## src/rtl/seq_bit_serializer_pkg.sv

```systemverilog
// -----------------------------------------------------------------------------
// seq_bit_serializer_pkg
// Shared definitions for the bit serializer that feeds the Mealy sequence
// detector: FSM state encoding and the default word width (also used by the
// detector bench).
// -----------------------------------------------------------------------------
package seq_bit_serializer_pkg;

   // Default word length shared with the downstream detector bench.
   localparam int SEQ_WIDTH = 20;

   // Serializer FSM states.
   typedef enum logic {
      ST_IDLE  = 1'b0,
      ST_SHIFT = 1'b1
   } state_e;

   // Pick the bit that leaves the word first for the chosen shift order.
   function automatic logic first_bit(input logic lsb, input logic msb, input bit msb_first);
      logic b;
      if (msb_first) begin
         b = msb;
      end else begin
         b = lsb;
      end
      return b;
   endfunction

endpackage : seq_bit_serializer_pkg

```

## src/rtl/seq_bit_serializer_chk.sv

```systemverilog
// -----------------------------------------------------------------------------
// seq_bit_serializer_chk
// Simulation checker for the serializer bit counter: the counter must never
// reach WIDTH or beyond.
// Ports:
//   clock  in   rising-edge clock
//   reset  in   active-low reset; checking is suspended while low
//   count  in   bit counter of the serializer
// -----------------------------------------------------------------------------
module seq_bit_serializer_chk #(
   parameter int WIDTH = 20,
   parameter int CNT_W = 5
) (
   input logic             clock,
   input logic             reset,
   input logic [CNT_W-1:0] count
);

   a_count_in_range : assert property (@(posedge clock) disable iff (!reset)
      (int'(count) < WIDTH))
      else $error("serializer bit counter out of range: %0d", count);

endmodule : seq_bit_serializer_chk

```

## src/rtl/seq_bit_serializer_piso_shift_reg.sv

```systemverilog
// -----------------------------------------------------------------------------
// piso_shift_reg
// Parallel-in / serial-out data register with zero fill.
// The register always holds the bits that have NOT yet been presented, so a
// load stores the word already advanced by one position and sout offers the
// bit that the owner should present on the following cycle.
// Ports:
//   clock  in   rising-edge clock
//   reset  in   asynchronous active-low reset (clears the register)
//   load   in   capture din (takes priority over shift)
//   shift  in   advance the register by one bit, vacated bit filled with 0
//   din    in   WIDTH-bit word to capture
//   sout   out  next bit to present: first bit of din on load, else head of register
// -----------------------------------------------------------------------------
module piso_shift_reg
   import seq_bit_serializer_pkg::*;
#(
   parameter int WIDTH     = SEQ_WIDTH,
   parameter bit MSB_FIRST = 1'b0
) (
   input  logic             clock,
   input  logic             reset,
   input  logic             load,
   input  logic             shift,
   input  logic [WIDTH-1:0] din,
   output logic             sout
);

   logic [WIDTH-1:0] data_q;
   logic [WIDTH-1:0] data_d;
   logic [WIDTH-1:0] src_s;
   logic [WIDTH-1:0] adv_s;

   // Select the word being consumed, advance it one bit and pick the outgoing bit.
   always_comb begin
      if (load) begin
         src_s = din;
      end else begin
         src_s = data_q;
      end

      if (MSB_FIRST) begin
         adv_s = {src_s[WIDTH-2:0], 1'b0};
      end else begin
         adv_s = {1'b0, src_s[WIDTH-1:1]};
      end

      sout = first_bit(src_s[0], src_s[WIDTH-1], MSB_FIRST);

      if (load || shift) begin
         data_d = adv_s;
      end else begin
         data_d = data_q;
      end
   end

   // Data register.
   always_ff @(posedge clock or negedge reset) begin
      if (!reset) begin
         data_q <= {WIDTH{1'b0}};
      end else begin
         data_q <= data_d;
      end
   end

endmodule : piso_shift_reg

```

## src/rtl/seq_bit_serializer.sv

```systemverilog
// -----------------------------------------------------------------------------
// seq_bit_serializer
// Parallel-to-serial stimulus stage in front of the Mealy sequence detector.
// Accepts a WIDTH-bit word over valid/ready and presents it one bit per clock
// on x/x_valid. Words stream back-to-back when a new word is accepted during
// the last-bit cycle.
// Ports:
//   clock       in   rising-edge clock
//   reset       in   asynchronous active-low reset
//   load_valid  in   load_data is valid this cycle
//   load_ready  out  word can be accepted this cycle (combinational)
//   load_data   in   word to serialize
//   abort       in   synchronous cancel of the word in flight
//   x           out  serial bit (0 when x_valid is 0), registered
//   x_valid     out  x carries a payload bit, registered
//   busy        out  a word is in flight, registered
//   done        out  pulse while the last bit is on x, registered
// -----------------------------------------------------------------------------
module seq_bit_serializer
   import seq_bit_serializer_pkg::*;
#(
   parameter int WIDTH     = SEQ_WIDTH,
   parameter bit MSB_FIRST = 1'b0
) (
   input  logic             clock,
   input  logic             reset,
   input  logic             load_valid,
   output logic             load_ready,
   input  logic [WIDTH-1:0] load_data,
   input  logic             abort,
   output logic             x,
   output logic             x_valid,
   output logic             busy,
   output logic             done
);

   localparam int CNT_W = $clog2(WIDTH);
   localparam logic [CNT_W-1:0] CNT_LAST = CNT_W'(WIDTH - 1);
   localparam logic [CNT_W-1:0] CNT_ZERO = {CNT_W{1'b0}};
   localparam logic [CNT_W-1:0] CNT_ONE  = CNT_W'(1);

   state_e           state_q;
   state_e           state_d;
   logic [CNT_W-1:0] count_q;
   logic [CNT_W-1:0] count_d;
   logic             x_q;
   logic             x_d;
   logic             done_q;
   logic             done_d;

   logic             last_s;
   logic             accept_s;
   logic             shift_s;
   logic             sout_s;

   // Handshake: ready in IDLE or on the last bit, always blocked by abort.
   always_comb begin
      last_s     = (state_q == ST_SHIFT) && (count_q == CNT_LAST);
      load_ready = !abort && ((state_q == ST_IDLE) || last_s);
      accept_s   = load_valid && load_ready;
      shift_s    = (state_q == ST_SHIFT) && !last_s && !abort;
   end

   piso_shift_reg #(
      .WIDTH     (WIDTH),
      .MSB_FIRST (MSB_FIRST)
   ) u_piso (
      .clock (clock),
      .reset (reset),
      .load  (accept_s),
      .shift (shift_s),
      .din   (load_data),
      .sout  (sout_s)
   );

   // FSM state and bit counter registers.
   always_ff @(posedge clock or negedge reset) begin
      if (!reset) begin
         state_q <= ST_IDLE;
         count_q <= CNT_ZERO;
      end else begin
         state_q <= state_d;
         count_q <= count_d;
      end
   end

   // Next-state and next-count logic; count tracks the index of the bit on x.
   always_comb begin
      state_d = state_q;
      count_d = count_q;
      if (abort) begin
         state_d = ST_IDLE;
         count_d = CNT_ZERO;
      end else if (accept_s) begin
         state_d = ST_SHIFT;
         count_d = CNT_ZERO;
      end else begin
         case (state_q)
            ST_IDLE: begin
               state_d = ST_IDLE;
               count_d = CNT_ZERO;
            end
            ST_SHIFT: begin
               if (!last_s) begin
                  state_d = ST_SHIFT;
                  count_d = count_q + CNT_ONE;
               end else begin
                  state_d = ST_IDLE;
                  count_d = CNT_ZERO;
               end
            end
            default: begin
               state_d = ST_IDLE;
               count_d = CNT_ZERO;
            end
         endcase
      end
   end

   // Output decode from the next state so x/done can be registered in step with it.
   always_comb begin
      x_d    = 1'b0;
      done_d = 1'b0;
      if (state_d == ST_SHIFT) begin
         x_d    = sout_s;
         done_d = (count_d == CNT_LAST);
      end else begin
         x_d    = 1'b0;
         done_d = 1'b0;
      end
   end

   // Output flops.
   always_ff @(posedge clock or negedge reset) begin
      if (!reset) begin
         x_q    <= 1'b0;
         done_q <= 1'b0;
      end else begin
         x_q    <= x_d;
         done_q <= done_d;
      end
   end

   assign x       = x_q;
   assign done    = done_q;
   assign x_valid = (state_q == ST_SHIFT);
   assign busy    = (state_q == ST_SHIFT);

   seq_bit_serializer_chk #(
      .WIDTH (WIDTH),
      .CNT_W (CNT_W)
   ) u_chk (
      .clock (clock),
      .reset (reset),
      .count (count_q)
   );

endmodule : seq_bit_serializer

```

## config.mk

```make
export PLATFORM = sky130hd
export DESIGN_NAME = seq_bit_serializer
export DESIGN_NICKNAME = d
export VERILOG_FILES = /design/src/rtl/seq_bit_serializer_pkg.sv /design/src/rtl/seq_bit_serializer_chk.sv /design/src/rtl/seq_bit_serializer_piso_shift_reg.sv /design/src/rtl/seq_bit_serializer.sv
export SDC_FILE = /design/constraint.sdc
export NUM_CORES = 1
export LEC_CHECK = 0
export CORE_ASPECT_RATIO = 0.8
export CORE_MARGIN = 2
export CORE_UTILIZATION = 45
export CTS_CLUSTER_DIAMETER = 30
export CTS_CLUSTER_SIZE = 28
export DETAILED_ROUTE_END_ITERATION = 8
export PLACE_DENSITY_LB_ADDON = 0.12
export SLEW_MARGIN = 20
export SYNTH_ARGS = -nofsm -noshare
export SYNTH_HDL_FRONTEND = slang
export SYNTH_SLANG_ARGS = --single-unit
```

## constraint.sdc

```tcl
create_clock -name clock -period 4.4 [get_ports clock]
set_input_delay 0.44 -clock clock [delete_from_list [all_inputs] [get_ports clock]]
set_output_delay 0.44 -clock clock [all_outputs]
set_load 0.005 [all_outputs]
```

==> results.yml <==
final_layout:
  area_growth_pct: 23.94
  fin_nets: 154
  fin_util_pct: 58.33
  final_cell_mix: "clkdlybuf4s50_1 (28), dfrtp_1 (27), a211o_1 (18), o221a_2 (18)"
  seq_area_um2: 675.6
  multiInputGateArea_um2: 564.3
  diodes: 0
  drive_above_1_share_pct: 18.75
  nFillCells: 240
  final_common_cell: "clkdlybuf4s50_1"
place:
  dp_slack_ps: 1616
  gp_congestion: 0.7082
  dp_hpwl_um: 1745
  port_buffers: 28
power:
  total_power_w: 0.0005126
  power_density_mw_per_mm2: 317.8
  vdd_drop_max_mv: 0.1905
  p_leak_nw: 0.5982
worst_setup_path:
  crit_start: "count_q[0]$_DFF_PN0_"
  cp.required_ps: 3960
  start_kind: "flop"
  crit_chain: "ha_1, nand4bb_1, a21oi_1, clkdlybuf4s50_1"
  regToRegStartpoint: "count_q[0]$_DFF_PN0_"
  worst_setup_path_end_kind: "primary output"
  crit_slowest_cell: "nand4bb_1"
  crit_type: "flop to primary output"
  slowest_delay_ps: 750
  cp_max_fo: 21
  cp.arrival_ps: 2700
logic_synthesis:
  syn_area_per_cell_um2: 12.39
  synth.yosys.seq_area_share_pct: 51.92
  synth_top_area_share_pct: 51.92
  synthDistinctLibCells: 26
  synth_area_leaders: "dfrtp_1 (52%), o221a_2 (16%), a211o_1 (12%), clkbuf_1 (1.7%), o21ai_0 (1.5%)"
  yosysTopAreaCell: "dfrtp_1"
  synth_area_mm2: 0.001301
  syn-num-nets: 130
  syn_inst: 105
  synth_seq_cells: 27
  yosys_warnings: 0
timing:
  fin_setup_tns_ps: 0
  clock_skew_ps: 10.93
  worst_slew_pin_slew_ps: 918.9
  post-route-period-util_pct: 71.28
  finalWorstSetupSlack_ps: 1264
  hold_viol: 0
  report.final.slew_viol_count: 0
  grt_setup_unrepaired: "false"
  setup_viol: 0
  fmax_ghz: 0.3189
  period_needed_ps: 3136
  maxSlewHeadroom_pct: 38.39
drt:
  wl_um: 2699
  dr.pass1.iters: 4
  avgRoutedWirePerCell_um: 16.26
  drc_errors: 0
  vias_per_cell: 6.000
  vias: 996
  drt_iter0_drc: 77
  postRouteAntennaNets: 0
die:
  ios: 29
  die_x_um: 64.12
  start_util_pct: 47.06
  die_h_um: 52.10
  die_area_mm2: 0.003340
  core_mm2: 0.002765
  num_rows: 17
clocking:
  clkSlewWorstSetupHoldPaths_ps: 140
  cts_buffer_depth: 2
  root_buffer: "clkbuf_4"
  clock_latency_ps: 330
  post_cts_buffers: 0
  cts_tree: "yes"
  cts_hold_buf: 0
  cts_resized: 0
  clkSinkCount: 27
  cts_max_level: 1
  cts_buffers: 3
grt:
  grtUsageTotal_pct: 18.51
  gr-total-overflow: 0
  grt_max_degree: 28
  grt_pass1_vias: 964
  antenna_found_initial: 0
  grt_pass1_wl_um: 4602
hold_path:
  hold_class: "primary input to async pin"
run:
  maxCapViolCount: 0
run_status:
  outcome: "finished clean"
[routing by layer]
metal,track usage (%),vias up,share of wire (%)
li1,-,464,-
met1,24.48,501,47
met2,29.17,27,44
met3,4.329,4,6.3
met4,8.511,0,1.7
met5,0,-,0
[sequential cells by signal (all words and copies together), names as in the netlist]
register and flops:
u_piso.data_q 19, x 1, count_q 5, done 1
busy 1
[stage by stage]
step	cells	instance area [um^2]	hold slack [ps]
final	166	1613	463.9
after global routing	166	1613	496.5
after detailed placement	162	1587	480.5
after floorplan	105	1301	144.4
after global placement	162	1587	468.3
after CTS	166	1613	472.9
[layout make-up]
| cell class | count | share of cell area, % |
|---|---|---|
| inverters | 3 | 0.6982 |
| clock buffers | 4 | 1.629 |
| repair buffers | 29 | 17.84 |
| flip-flops and latches | 27 | 41.89 |
| well taps | 38 | 2.948 |
| multi-input cells | 65 | 34.99 |
[cells in the mapped netlist]
cell / instances
buf_1: 1
buf_4: 1
and2b_1: 1
o211ai_1: 2
a211o_1: 18
nand2b_1: 3
nor2b_1: 1
xor2_1: 1
buf_2: 1
clkbuf_1: 6
o221a_2: 18
dfrtp_1: 27
and3b_1: 1
inv_1: 3
nand4bb_1: 1
ha_1: 1
nor2_1: 4
xnor2_1: 1
nand3_1: 2
nand3b_1: 1
o21ai_0: 4
and4bb_4: 1
buf_6: 1
nor4_1: 1
a21oi_1: 3
o21ai_4: 1
[worst paths after layout]
path / endpoint / slack (ps) / cells after the start
worst min register to register: count_q[0]$_DFF_PN0_ / 500 / 1
min in group clock: count_q[0]$_DFF_PN0_ / 500 / 1
worst max register to register: u_piso.data_q[16]$_DFFE_PN0P_ / 1570 / 4
max in group asynchronous: count_q[3]$_DFF_PN0_ / 3680 / 2
worst max-delay path: load_ready / 1260 / 4
worst min-delay path: u_piso.data_q[3]$_DFFE_PN0P_ / 460 / 2
[cells by family after synthesis]
kind of cell / count (synthesis) / share of synthesized area [%]
compound gates: 46 / 32.79
xor+xnor: 2 / 1.346
fa+ha+maj: 1 / 0.9614
buf+inv: 13 / 4.711
flops: 27 / 51.92
simple gates: 16 / 8.271
[where the power goes]
group	internal, W	switching (W)	leakage, nW
Sequential	0.000283	0.0000271	0.312
Combinational	0.0000618	0.0000340	0.271
Clock	0.0000356	0.0000710	0.0150
[worst max-delay path: cells and delay by family (launching register included)]
kind            cells  cell delay [ps]
flops               1              410
fa+ha+maj           1              270
buf+inv             1              540
simple gates        1              750
compound gates      1              390
No activity file was read; power rests on OpenSTA's default activity.
